[config.mk]
export PLATFORM = sky130hd
export DESIGN_NAME = tile_io_responder_flat
export DESIGN_NICKNAME = d
export VERILOG_FILES = /design/src/rtl/tile_io_pkg.sv /design/src/rtl/tile_io_responder_if.sv /design/src/rtl/sync_2ff.sv /design/src/rtl/tile_io_responder.sv /design/src/flat_wrapper.sv
export SDC_FILE = /design/constraint.sdc
export NUM_CORES = 1
export LEC_CHECK = 0
export ABC_AREA = 1
export ABC_CLOCK_PERIOD_IN_PS = 1800
export BUFFER_PORTS_ARGS = -buffer_cell sky130_fd_sc_hd__buf_2
export CAP_MARGIN = 20
export CORE_ASPECT_RATIO = 1.4
export CORE_MARGIN = 2
export CORE_UTILIZATION = 50
export CTS_BUF_LIST = sky130_fd_sc_hd__clkbuf_4 sky130_fd_sc_hd__clkbuf_8
export CTS_CLUSTER_DIAMETER = 40
export DETAILED_ROUTE_END_ITERATION = 7
export PLACE_DENSITY = 0.77
export SYNTH_ARGS = -nofsm -noshare
export SYNTH_HDL_FRONTEND = slang
export SYNTH_SLANG_ARGS = --single-unit
export TNS_END_PERCENT = 50
[constraint.sdc]
create_clock -name clk -period 1.8 [get_ports clk]
set_input_delay 0.09 -clock clk [delete_from_list [all_inputs] [get_ports clk]]
set_output_delay 0.09 -clock clk [all_outputs]
set_load 0.03 [all_outputs]
[src/rtl/tile_io_pkg.sv]
// Shared types and constants for the tile I/O responder: FSM state encoding,
// fill byte returned on a timed-out read, and the default ack timeout.
package tile_io_pkg;

    typedef enum logic [2:0] {
        IDLE,
        CAPTURE,
        REQ,
        DRIVE,
        DONE
    } state_t;

    localparam logic [7:0] FILL_BYTE       = 8'hFF;
    localparam int         TIMEOUT_DEFAULT = 255;

endpackage

[src/rtl/tile_io_responder_if.sv]
// Dock-side bus, local register handshake and error flag of one tile responder.
// The responder uses the slave view; whatever drives the dock and registers uses master.
interface tile_io_responder_if #(
    parameter int ADDR_W = 4
);
    logic              cs_n;
    logic              io_r_w_;
    logic [ADDR_W-1:0] addr;
    logic [7:0]        d_in;
    logic [7:0]        d_out;
    logic              d_oe;
    logic              wait_n;
    logic              reg_req;
    logic              reg_we;
    logic [ADDR_W-1:0] reg_addr;
    logic [7:0]        reg_wdata;
    logic [7:0]        reg_rdata;
    logic              reg_ack;
    logic              err;
    logic              err_clr;

    modport slave (
        input  cs_n, io_r_w_, addr, d_in, reg_rdata, reg_ack, err_clr,
        output d_out, d_oe, wait_n, reg_req, reg_we, reg_addr, reg_wdata, err
    );

    modport master (
        output cs_n, io_r_w_, addr, d_in, reg_rdata, reg_ack, err_clr,
        input  d_out, d_oe, wait_n, reg_req, reg_we, reg_addr, reg_wdata, err
    );
endinterface

[src/rtl/sync_2ff.sv]
// Two-flop synchronizer for a single asynchronous level; resets to the idle-high level.
module sync_2ff (
    input  logic clk,
    input  logic rst_n,
    input  logic d_i,
    output logic q_o
);
    logic ff1_q;
    logic ff2_q;

    always_ff @(posedge clk or negedge rst_n) begin
        if (!rst_n) begin
            ff1_q <= 1'b1;
            ff2_q <= 1'b1;
        end else begin
            ff1_q <= d_i;
            ff2_q <= ff1_q;
        end
    end

    assign q_o = ff2_q;
endmodule

[src/rtl/tile_io_responder.sv]
// Tile bus responder: turns an asynchronous dock access into a local register
// request, stretches the CPU cycle until ack or timeout, then drives read data.
module tile_io_responder
    import tile_io_pkg::*;
#(
    parameter int ADDR_W  = 4,
    parameter int TIMEOUT = TIMEOUT_DEFAULT
) (
    input  logic                clk,
    input  logic                rst_n,
    tile_io_responder_if.slave  bus
);
    localparam logic [7:0] TIMEOUT_C = 8'(TIMEOUT);

    logic cs_s;
    logic rw_s;

    sync_2ff u_sync_cs (.clk(clk), .rst_n(rst_n), .d_i(bus.cs_n),    .q_o(cs_s));
    sync_2ff u_sync_rw (.clk(clk), .rst_n(rst_n), .d_i(bus.io_r_w_), .q_o(rw_s));

    state_t            state_q, state_d;
    logic [7:0]        cnt_q, cnt_d;
    logic [7:0]        d_out_q, d_out_d;
    logic [7:0]        reg_wdata_q, reg_wdata_d;
    logic [ADDR_W-1:0] reg_addr_q, reg_addr_d;
    logic              reg_we_q, reg_we_d;
    logic              err_q, err_d;
    logic              abort_q, abort_d;
    logic              timeout;
    logic              aborted;

    always_ff @(posedge clk or negedge rst_n) begin
        if (!rst_n) begin
            state_q     <= IDLE;
            cnt_q       <= '0;
            d_out_q     <= '0;
            reg_wdata_q <= '0;
            reg_addr_q  <= '0;
            reg_we_q    <= 1'b0;
            err_q       <= 1'b0;
            abort_q     <= 1'b0;
        end else begin
            state_q     <= state_d;
            cnt_q       <= cnt_d;
            d_out_q     <= d_out_d;
            reg_wdata_q <= reg_wdata_d;
            reg_addr_q  <= reg_addr_d;
            reg_we_q    <= reg_we_d;
            err_q       <= err_d;
            abort_q     <= abort_d;
        end
    end

    always_comb begin
        state_d     = state_q;
        cnt_d       = cnt_q;
        d_out_d     = d_out_q;
        reg_wdata_d = reg_wdata_q;
        reg_addr_d  = reg_addr_q;
        reg_we_d    = reg_we_q;
        abort_d     = abort_q;
        timeout     = 1'b0;
        // A deselect seen any time before completion turns the access into an abort.
        aborted     = abort_q | cs_s;

        case (state_q)
            IDLE: begin
                if (!cs_s) state_d = CAPTURE;
            end
            CAPTURE: begin
                reg_addr_d  = bus.addr;
                reg_wdata_d = bus.d_in;
                reg_we_d    = ~rw_s;
                cnt_d       = '0;
                abort_d     = cs_s;
                state_d     = REQ;
            end
            REQ: begin
                abort_d = aborted;
                if (bus.reg_ack) begin
                    if (!reg_we_q) d_out_d = bus.reg_rdata;
                    state_d = aborted ? DONE : DRIVE;
                end else if (cnt_q == TIMEOUT_C) begin
                    d_out_d = FILL_BYTE;
                    timeout = 1'b1;
                    state_d = aborted ? DONE : DRIVE;
                end else begin
                    cnt_d = cnt_q + 8'd1;
                end
            end
            DRIVE: begin
                if (cs_s) state_d = DONE;
            end
            DONE: begin
                state_d = IDLE;
            end
            default: begin
                state_d = IDLE;
            end
        endcase

        // Timeout set wins over a simultaneous clear.
        if (timeout)          err_d = 1'b1;
        else if (bus.err_clr) err_d = 1'b0;
        else                  err_d = err_q;
    end

    assign bus.reg_req   = (state_q == REQ);
    assign bus.wait_n    = !((state_q == CAPTURE) || (state_q == REQ));
    assign bus.d_oe      = (state_q == DRIVE) && !reg_we_q && !cs_s;
    assign bus.d_out     = d_out_q;
    assign bus.reg_we    = reg_we_q;
    assign bus.reg_addr  = reg_addr_q;
    assign bus.reg_wdata = reg_wdata_q;
    assign bus.err       = err_q;
endmodule

[src/flat_wrapper.sv]
// flat-port wrapper written by rule: the top's interface ports become plain ports
module tile_io_responder_flat import tile_io_pkg::*;
#(
    parameter int ADDR_W  = 4,
    parameter int TIMEOUT = TIMEOUT_DEFAULT
)
  (clk, rst_n, bus_cs_n, bus_io_r_w_, bus_addr, bus_d_in, bus_reg_rdata, bus_reg_ack, bus_err_clr, bus_d_out, bus_d_oe, bus_wait_n, bus_reg_req, bus_reg_we, bus_reg_addr, bus_reg_wdata, bus_err);
  tile_io_responder_if #(.ADDR_W(ADDR_W)) bus_i ();
  input  logic clk;
  input  logic rst_n;
  input wire logic [$bits(bus_i.cs_n)-1:0] bus_cs_n;
  input wire logic [$bits(bus_i.io_r_w_)-1:0] bus_io_r_w_;
  input wire logic [$bits(bus_i.addr)-1:0] bus_addr;
  input wire logic [$bits(bus_i.d_in)-1:0] bus_d_in;
  input wire logic [$bits(bus_i.reg_rdata)-1:0] bus_reg_rdata;
  input wire logic [$bits(bus_i.reg_ack)-1:0] bus_reg_ack;
  input wire logic [$bits(bus_i.err_clr)-1:0] bus_err_clr;
  output wire logic [$bits(bus_i.d_out)-1:0] bus_d_out;
  output wire logic [$bits(bus_i.d_oe)-1:0] bus_d_oe;
  output wire logic [$bits(bus_i.wait_n)-1:0] bus_wait_n;
  output wire logic [$bits(bus_i.reg_req)-1:0] bus_reg_req;
  output wire logic [$bits(bus_i.reg_we)-1:0] bus_reg_we;
  output wire logic [$bits(bus_i.reg_addr)-1:0] bus_reg_addr;
  output wire logic [$bits(bus_i.reg_wdata)-1:0] bus_reg_wdata;
  output wire logic [$bits(bus_i.err)-1:0] bus_err;
  assign bus_i.cs_n = bus_cs_n;
  assign bus_i.io_r_w_ = bus_io_r_w_;
  assign bus_i.addr = bus_addr;
  assign bus_i.d_in = bus_d_in;
  assign bus_i.reg_rdata = bus_reg_rdata;
  assign bus_i.reg_ack = bus_reg_ack;
  assign bus_i.err_clr = bus_err_clr;
  assign bus_d_out = bus_i.d_out;
  assign bus_d_oe = bus_i.d_oe;
  assign bus_wait_n = bus_i.wait_n;
  assign bus_reg_req = bus_i.reg_req;
  assign bus_reg_we = bus_i.reg_we;
  assign bus_reg_addr = bus_i.reg_addr;
  assign bus_reg_wdata = bus_i.reg_wdata;
  assign bus_err = bus_i.err;
  tile_io_responder #(.ADDR_W(ADDR_W), .TIMEOUT(TIMEOUT)) u_core (.clk(clk), .rst_n(rst_n), .bus(bus_i));
endmodule
==> results of run 1 <==
kinds of logic after synthesis:
| family | after synthesis | synth area share |
|---|---|---|
| AOI/OAI and AO/OA | 13 | 0.0400 |
| xor gates and xnor gates | 1 | 0.00483 |
| adders and majority gates | 1 | 0.00690 |
| buffers and inverters | 26 | 0.0607 |
| DFF | 38 | 0.527 |
| and+or+nand+nor | 139 | 0.360 |
routing by layer:
metal  vias up  track usage  wire [um]
met1       770        0.282       1720
met3         7       0.0496        311
li1        830            -          -
met5         -            0          0
met4         0       0.0786         52
met2        64        0.440       2240
cells in the final DEF (no fill, tap or decap), types with 6 or more instances in the layout:
cell type / instances
buf_2: 50
clkbuf_8: 6
dfrtp_1: 34
dlygate4sd3_1: 15
inv_1: 19
nand2_1: 78
nand3_1: 18
nand4_1: 10
nor2_1: 15
o21ai_0: 6
or2_2: 8
layout make-up:
cell class              instances  area share
well taps                      40      0.0213
clock inverters                 1     0.00213
clock buffers                   7      0.0384
flip-flops and latches         38       0.407
multi-input cells             154       0.318
repair buffers                 68       0.180
inverters                      20      0.0320
flip-flops by register name (all words and copies together), names as in the netlist:
register	flops
u_core.u_sync_cs.ff1_q	1
u_core.state_q	3
u_core.bus.reg_addr	4
u_core.u_sync_rw.q_o	1
u_core.bus.d_out	8
u_core.u_sync_rw.ff1_q	1
u_core.cnt_q	8
u_core.abort_q	1
u_core.bus.reg_wdata	8
u_core.u_sync_cs.q_o	1
u_core.bus.err	1
u_core.bus.reg_we	1
power by group through the flow:
stage / clock network (mW) / registers (mW) / logic, mW
global route: 0.664 / 1.38 / 1.90
CTS: 0.625 / 1.34 / 1.71
finish: 0.613 / 1.35 / 1.72
global placement: 0 / 1.35 / 1.65
floorplan: 0 / 1.81 / 0.737
detailed placement: 0 / 1.35 / 1.69
worst min-delay path by stage:
| stage | from | endpoint | slack (ns) | cells after the start |
|---|---|---|---|---|
| 5_1_grt | bus_addr[1] | u_core.bus.reg_addr[1]$_DFFE_PN0N_ | 0.02 | 3 |
| 2_1_floorplan | rst_n | u_core.abort_q$_DFFE_PN0N_ | -0.21 | 0 |
| 3_3_place_gp | bus_cs_n | u_core.u_sync_cs.ff1_q$_DFF_PN1_ | 0.20 | 1 |
| 6_report | bus_addr[1] | u_core.bus.reg_addr[1]$_DFFE_PN0N_ | 0.01 | 3 |
| 3_5_place_dp | bus_cs_n | u_core.u_sync_cs.ff1_q$_DFF_PN1_ | 0.20 | 1 |
| 4_1_cts | bus_addr[1] | u_core.bus.reg_addr[1]$_DFFE_PN0N_ | 0.008 | 3 |
critical path: stages, from the launching register on:
cell and delay [ns]:
dfrtp_1 0.43, nor2_2 0.19, nand2_1 0.09, nor2_1 0.16, inv_1 0.09, nor2_1 0.08, buf_2 0.19
stage by stage:
| step | setup slack [ns] | area (um^2) |
|---|---|---|
| final | 0.187 | 2350 |
| after global routing | 0.0985 | 2350 |
| after CTS | 0.168 | 2350 |
| after detailed placement | 0.356 | 2100 |
| after global placement | 0.426 | 2100 |
| after floorplan | 0.510 | 1810 |
timing repair:
action / CTS / global route
hold buffers: 15 / 0
gates resized for setup: 0 / 0
endpoints found under the hold margin: 48 / 0
setup buffers: 0 / 0
==> metrics.cfg, run 1 <==
[logic_synthesis]
yosys.cell_count.top_type = nand2_1
syn_area_um2 = 1810
ys_seq_area_frac = 0.527
syn-num-nets = 245
syn_avg_cell_area_um2 = 8.32
synth_edf_count = 0
yosysWarnings = 0
synth_cell_types = 27
synth-main-ff-cell = dfrtp_1
async_reset_ff_frac = 1.00
synthTopCellsByCount = nand2_1 (78), dfrtp_1 (34), inv_1 (19)
ys_ff_latch = 38
synthDominantCellAreaShare = 0.469
synthCells = 218
yosys-top-cells-area = dfrtp_1 (47%), nand2_1 (16%), dfstp_2 (5.8%)
yosys.area.top_type = dfrtp_1

[job]
cap_violations = 0

[place]
place_congestion = 0.884
port_buffers = 50
hpwl_um = 2840
placed_cells = 305

[worst_setup_path]
crit_arrival_ns = 1.52
endpoint = bus_d_oe
path_class = register to output pin
reg2reg_to = u_core.cnt_q[5]$_DFFE_PN0P_
endpoint_kind = output pin
path_max_fanout = 4
reg2reg_from = u_core.cnt_q[1]$_DFFE_PN0P_
cp-start-kind = register
startpoint = u_core.state_q[2]$_DFFE_PN0P_
cp.required_ns = 1.71
rrSetupSlack_ns = 0.36
reg2reg_depth = 8

[pwr]
p_sw_mw = 1.68
comb_power_share = 0.468
power.density_nw_per_um2 = 1570
clkPwrFrac = 0.166
report.power.total_mw = 3.68
pwr-share-seq = 0.366
intPower_mw = 2.00
p_sw_frac = 0.457
ir_drop_mv = 1.41
leakage_nw = 1.27

[drt]
route.detailed.drc = 0
drt_iter0_drc = 44
vias = 1671
drt_pre_antenna_iters = 4
totalWireLength_um = 4330
avgViaCountPerCell = 5.09
ant_nets = 0
wl_per_cell_um = 13.2

[min_path]
hold_path.class = primary input to register

[floorplan]
ios = 51
die_h_um = 75.2
dieArea_um2 = 4130
start_util = 0.532
die-width_um = 54.9
core_um2 = 3410
row_count = 25

[sta]
timing.hold.ws_ns = 0.0118
rsz0062_at_grt = false
tns_ns = 0
relSlewSlack = 0.452
report.final.slew_viol_count = 0
worstMarginPinSlew_ns = 0.821
hold_viol_final = 0
finalClockSkew_ns = 0.00309
fin_crit_ns = 1.61
setup_viol = 0
fmax_ghz = 0.620
post-route-period-util = 0.896

[clock_tree]
clk_latency_ns = 0.29
clock_path_buffers = 2
numCtsBuffers = 5
path_clk_slew_ns = 0.07
htreeDepth = 2
cts_tree = built
cts_sinks = 38
cts_root_buf = clkbuf_8

[grt]
grt_pass1_wl_um = 7310
first_global_vias = 1681
track_usage = 0.244
grt-ovfl-total = 0
grt_max_degree = 39
grt_antenna_before_repair = 0

[final_layout]
multi_input_area_um2 = 747
areaGrowthSynthToFinish_pct = 29.4
n_antenna_cell = 0
layoutNonFillerInstCount = 328
finish.utilization = 0.688
finalNetCount = 314
fill_cells = 264
seq_area_um2 = 956
layout-drive-gt1-share = 0.288

[outcome]
status = complete, no violations

No activity file was read; power rests on OpenSTA's default activity.
==> run 2: changes to the inputs <==
SYNTH_HIERARCHICAL = 1   (was default)
==> metrics.cfg, run 2 <==
[pwr]
ir_drop_mv = 1.15  ; -18%
power.density_nw_per_um2 = 1700  ; +8.2%
leakage_nw = 1.16  ; -8.7%
report.power.total_mw = 3.77  ; +2.3%

[grt]
track_usage = 0.215  ; -0.0296
grt_antenna_before_repair = 0  ; unchanged
first_global_vias = 1395  ; -17%
grt_max_degree = 20  ; -49%
grt_pass1_wl_um = 6180  ; -15%
grt-ovfl-total = 0  ; unchanged

[final_layout]
finish.utilization = 0.657  ; -0.0314
design_area_um2 = 2220  ; -5.4%
fill_cells = 298  ; +13%
n_antenna_cell = 0  ; unchanged
layout_commonest_cell = buf_2
layoutNonFillerInstCount = 288  ; -12%
finalNetCount = 274  ; -13%
areaGrowthSynthToFinish_pct = 24.7
layout_common_cells = buf_2 (50), nand2_1 (38), dfrtp_1 (34)
layout-drive-gt1-share = 0.403  ; +0.115

[sta]
tns_ns = 0  ; unchanged
fin_crit_ns = 1.59  ; -0.0268 ns
worstMarginPinSlew_ns = 0.428  ; -0.394 ns
finalClockSkew_ns = 0.00485  ; +0.00175 ns
relSlewSlack = 0.715  ; +0.262
fmax_ghz = 0.630  ; +1.7%
report.final.slew_viol_count = 0  ; unchanged
hold_viol_final = 0  ; unchanged
setup_viol = 0  ; unchanged
post-route-period-util = 0.881  ; -0.0149
layout_setup_ws_ns = 0.213  ; +0.0268 ns
timing.hold.ws_ns = 0.0250  ; +0.0132 ns
rsz0062_at_grt = false

[worst_setup_path]
crit_family = flip-flops
crit_arrival_ns = 1.50  ; -0.02 ns
crit_slowest_cell = dfrtp_1
path_max_fanout = 4  ; unchanged
rrSetupSlack_ns = 0.35  ; about the same
critPathMaxStageDelay_ns = 0.50  ; +0.07 ns
crit_chain = inv_2 -> nor3_2 -> inv_1 -> nor2_1 -> buf_2
cp-start-kind = register
reg2reg_depth = 9  ; +1
startpoint = u_core/state_q[0]$_DFFE_PN0P_
cp.required_ns = 1.71  ; about the same
path_class = register to output pin
reg2reg_from = u_core/cnt_q[0]$_DFFE_PN0P_
endpoint_kind = output pin
crit_buf_inv = 3  ; +1
reg2reg_to = u_core/cnt_q[1]$_DFFE_PN0P_

[floorplan]
core_um2 = 3380  ; -0.92%
die-width_um = 54.4  ; -0.87%
die_h_um = 74.6  ; -0.88%
start_util = 0.527  ; -0.00508
ios = 51  ; unchanged
dieArea_um2 = 4060  ; -1.7%
row_count = 25  ; unchanged

[logic_synthesis]
yosysWarnings = 6  ; +6
yosys-top-cells-area = dfrtp_1 (48%), nand2_1 (8.0%), dfstp_2 (5.9%)
yosys.cell_count.top_type = nand2_1
synthTopCellsByCount = nand2_1 (38), dfrtp_1 (34), nor2_1 (22)
syn-num-nets = 212  ; -13%
synthDominantCellAreaShare = 0.478  ; +0.00891
yosys.area.top_type = dfrtp_1
ys_seq_area_frac = 0.537  ; +0.0100
synthCells = 185  ; -15%
synth_cell_types = 24  ; -11%
synth_edf_count = 0  ; unchanged
syn_area_um2 = 1780  ; -1.9%
syn_avg_cell_area_um2 = 9.62  ; +16%
ys_ff_latch = 38  ; unchanged
async_reset_ff_frac = 1.00  ; unchanged
synth-main-ff-cell = dfrtp_1

[drt]
avgViaCountPerCell = 4.98  ; -2.3%
vias = 1433  ; -14%
totalWireLength_um = 3610  ; -16%
ant_nets = 0  ; unchanged
drt_pre_antenna_iters = 4  ; unchanged
wl_per_cell_um = 12.5  ; -4.9%
drt_iter0_drc = 27  ; -39%
route.detailed.drc = 0  ; unchanged

[clock_tree]
cts_tree = built
postCtsSetupRepairBufs = 0  ; unchanged
clock_path_buffers = 2  ; unchanged
numCtsBuffers = 5  ; unchanged
clk_latency_ns = 0.29  ; about the same
cts_sinks = 38  ; unchanged
cts_root_buf = clkbuf_8
htreeDepth = 2  ; unchanged
path_clk_slew_ns = 0.08  ; about the same

[min_path]
hold_path.class = primary input to register
whs_endpoint = u_core/bus.reg_wdata[1]$_DFFE_PN0P_
whs_path_depth = 2  ; -1
min-delay-start = bus_d_in[1]

[place]
port_buffers = 50  ; unchanged
placed_cells = 276  ; -9.5%
post_dp_cell_area_um2 = 2080  ; -0.83%
hpwl_um = 2690  ; -5.2%
place_congestion = 0.881  ; -0.33%
dp_slack_ns = 0.376  ; +0.0195 ns

[job]
cap_violations = 0  ; unchanged

[outcome]
status = complete, no violations

-- run 2: cell families (layout without fill, tap and decap cells) --
kind of cell / count (synthesis) / count (layout) / share of synthesized area
AO/OA/AOI/OAI: 17 / 17 / 0.0513
adder cells (fa/ha/maj): 1 / 1 / 0.00703
buffers and inverters: 24 / 87 / 0.0549
flip-flops: 38 / 38 / 0.537
multiplexers: 12 / 12 / 0.0844
AND/OR/NAND/NOR: 93 / 93 / 0.265
-- run 2: routing by layer --
metal / vias up / share of wire / GRT usage
met1: 679 / 0.40 / 0.260
met5: - / 0 / 0
met3: 7 / 0.057 / 0.0622
li1: 706 / - / -
met2: 41 / 0.52 / 0.359
met4: 0 / 0.016 / 0.0750
-- run 2: what timing repair did --
action | in CTS | in global routing
hold endpoints to repair | 17 | 0
gates resized for setup | 0 | 0
hold buffers | 4 | 0
-- run 2: power by group --
part / internal [mW] / leakage (nW) / switching (mW)
sequential: 1.15 / 0.453 / 0.180
combinational: 0.629 / 0.658 / 1.21
clock: 0.307 / 0.0472 / 0.295
-- run 2: cell type report --
cell class	count	area, um^2	share of cell area
Tap cell	40	50.0	0.0226
Clock buffer	6	82.6	0.0372
Clock inverter	2	12.5	0.00564
Sequential cell	38	956	0.431
Timing Repair Buffer	56	305	0.138
Inverter	23	86.3	0.0389
Multi-Input combinational cell	123	726	0.327
-- run 2: how the worst max path moves through the flow --
stage	depth (start not counted)	endpoint	slack, ns
floorplan	4	bus_d_oe	0.47
global placement	9	u_core/cnt_q[7]$_DFFE_PN0P_	0.42
detailed placement	9	u_core/cnt_q[1]$_DFFE_PN0P_	0.38
CTS	5	bus_d_oe	0.19
global route	5	bus_d_oe	0.11
finish	5	bus_d_oe	0.21
-- run 2: worst register-to-register path, delay by kind of cell (launching register included) --
family	cells	cell delay (ns)
and+or+nand+nor	8	0.72
DFF	1	0.41
adders and majority gates	1	0.23
==> run 3: changes to the inputs <==
CORE_UTILIZATION = 53   (was 50)
PLACE_DENSITY = 0.81   (was 0.77)
==> metrics.cfg, run 3 (synthesis results as in run 2) <==
[worst_setup_path]
critPathMaxStageDelay_ns = 0.48  ; -0.02 ns
crit_slowest_cell = dfrtp_1
path_max_fanout = 4  ; unchanged
crit_arrival_ns = 1.50  ; about the same
cp-start-kind = register
endpoint_kind = output pin
crit_chain = inv_2 -> nor3_2 -> inv_1 -> nor2_1 -> buf_2
rrSetupSlack_ns = 0.38  ; +0.03 ns
path_class = register to output pin
cp.required_ns = 1.71  ; about the same

[sta]
fmax_ghz = 0.628  ; -0.39%
tns_ns = 0  ; unchanged
setup_viol = 0  ; unchanged
finalClockSkew_ns = 0.00616  ; +0.00131 ns
report.final.slew_viol_count = 0  ; unchanged
relSlewSlack = 0.635  ; -0.0797
rsz0062_at_grt = false
post-route-period-util = 0.885  ; +0.00347
fin_crit_ns = 1.59  ; +0.00624 ns
layout_setup_ws_ns = 0.207  ; -0.00624 ns
hold_viol_final = 0  ; unchanged
worstMarginPinSlew_ns = 0.547  ; +0.119 ns

[clock_tree]
postCtsSetupRepairBufs = 0  ; unchanged
clk_latency_ns = 0.29  ; about the same
cts_tree = built
cts_resized = 0  ; unchanged
numCtsBuffers = 5  ; unchanged
htreeDepth = 2  ; unchanged
path_clk_slew_ns = 0.08  ; about the same
cts_root_buf = clkbuf_8
clock_path_buffers = 2  ; unchanged
cts_sinks = 38  ; unchanged

[drt]
avgViaCountPerCell = 5.02  ; +0.91%
ant_nets = 0  ; unchanged
route.detailed.drc = 0  ; unchanged
drt_iter0_drc = 29  ; +7.4%
totalWireLength_um = 3780  ; +4.7%
vias = 1441  ; +0.56%
drt_pre_antenna_iters = 4  ; unchanged
wl_per_cell_um = 13.2  ; +5.1%

[grt]
track_usage = 0.235  ; +0.0202
use_met3 = 0.0823  ; +0.0201
grt_pass1_wl_um = 6590  ; +6.6%
grt-ovfl-total = 0  ; unchanged
first_global_vias = 1508  ; +8.1%
grt_antenna_before_repair = 0  ; unchanged
grt_use_met1 = 0.264  ; +0.00424
grt_max_degree = 26  ; +30%
globalRouteMet2Util = 0.394  ; +0.0357
busiest_layer = met2

[pwr]
intPower_mw = 2.18  ; +4.8%
power.density_nw_per_um2 = 1740  ; +2.6%
leakage_nw = 1.17  ; +0.93%
p_sw_frac = 0.438  ; -0.00830
p_sw_mw = 1.70  ; +1.3%
pwr-share-seq = 0.344  ; -0.009
comb_power_share = 0.475  ; -0.012
clkPwrFrac = 0.181  ; +0.021
ir_drop_mv = 1.49  ; +29%

[floorplan]
core_um2 = 3150  ; -6.7%
ios = 51  ; unchanged
dieArea_um2 = 3840  ; -5.3%
row_count = 24  ; -4.0%
die-width_um = 53.0  ; -2.7%
die_h_um = 72.6  ; -2.7%
start_util = 0.564  ; +0.0376

[final_layout]
layout-drive-gt1-share = 0.403  ; unchanged
layout_common_cells = buf_2 (50), nand2_1 (38), dfrtp_1 (34)
n_antenna_cell = 0  ; unchanged
layout_commonest_cell = buf_2
finalNetCount = 274  ; unchanged
areaGrowthSynthToFinish_pct = 25.4

[job]
cap_violations = 0  ; unchanged

[outcome]
status = complete, no violations

[place]
port_buffers = 50  ; unchanged
hpwl_um = 2760  ; +2.6%
dp_slack_ns = 0.393  ; +0.0171 ns
place_congestion = 0.861  ; -2.2%

[min_path]
hold_path.class = primary input to register

==> run 3: changes by cell type in the layout (fill, tap and decap cells not counted) <==
cell / delta
bufinv_16: +1
clkbuf_8: -1
clkinv_2: +1
clkinvlp_4: -1
==> run 3: metal layers <==
metal	up-vias	wire (um)
li1	708	-
met1	672	1400
met2	51	2040
met3	10	260
met4	0	89
met5	-	0
==> run 3: worst max-delay path: cells and delay by family, from the launching register on <==
family	cells	cell delay, ns
buffers and inverters	3	0.39
flip-flops	1	0.48
AND/OR/NAND/NOR	2	0.34
==> run 3: final timing paths <==
kind / startpoint / to / depth (start not counted)
setup / recovery: u_core/state_q[0]$_DFFE_PN0P_ / bus_d_oe / 5
min in group asynchronous: rst_n / u_core/bus.err$_DFFE_PN0P_ / 2
hold reg to reg: u_core/u_sync_rw/ff1_q$_DFF_PN1_ / u_core/u_sync_rw/q_o$_DFF_PN1_ / 0
max in group asynchronous: rst_n / u_core/u_sync_rw/q_o$_DFF_PN1_ / 3
setup reg to reg: u_core/cnt_q[0]$_DFFE_PN0P_ / u_core/cnt_q[4]$_DFFE_PN0P_ / 9
hold / removal: bus_d_in[2] / u_core/bus.reg_wdata[2]$_DFFE_PN0P_ / 2
==> run 3: through the flow <==
| stage | cell area (um^2) | util | hold slack [ns] | instances | power (mW) |
|---|---|---|---|---|---|
| after global placement | 2080 | 0.660 | 0.109 | 275 | 3.13 |
| after floorplan | 1780 | - | -0.206 | 185 | 2.72 |
| after detailed placement | 2080 | 0.660 | 0.116 | 275 | 3.19 |
| final | 2230 | 0.708 | 0.0281 | 287 | 3.89 |
| after global routing | 2230 | 0.708 | 0.0199 | 287 | 4.13 |
| after CTS | 2230 | 0.708 | 0.0204 | 287 | 3.91 |
==> run 3: what timing repair did <==
item	CTS	global route
setup endpoints to repair	0	0
endpoints found under the hold margin	26	0
hold buffers	4	0
==> run 3: power groups by stage <==
stage	Clock, mW	Sequential [mW]	Combinational [mW]
floorplan	0	1.78	0.935
global placement	0	1.33	1.80
detailed placement	0	1.35	1.84
CTS	0.713	1.34	1.86
global route	0.740	1.38	2.01
finish	0.704	1.34	1.85
==> run 3: area by class of cell <==
cell class | count | area, um^2
sequential | 38 | 956
timing repair buffer | 56 | 305
fill | 245 | 922
clock buffer | 5 | 68.8
multi-input combinational | 123 | 726
tap | 39 | 48.8
clock inverter | 3 | 40.0
inverter | 23 | 86.3
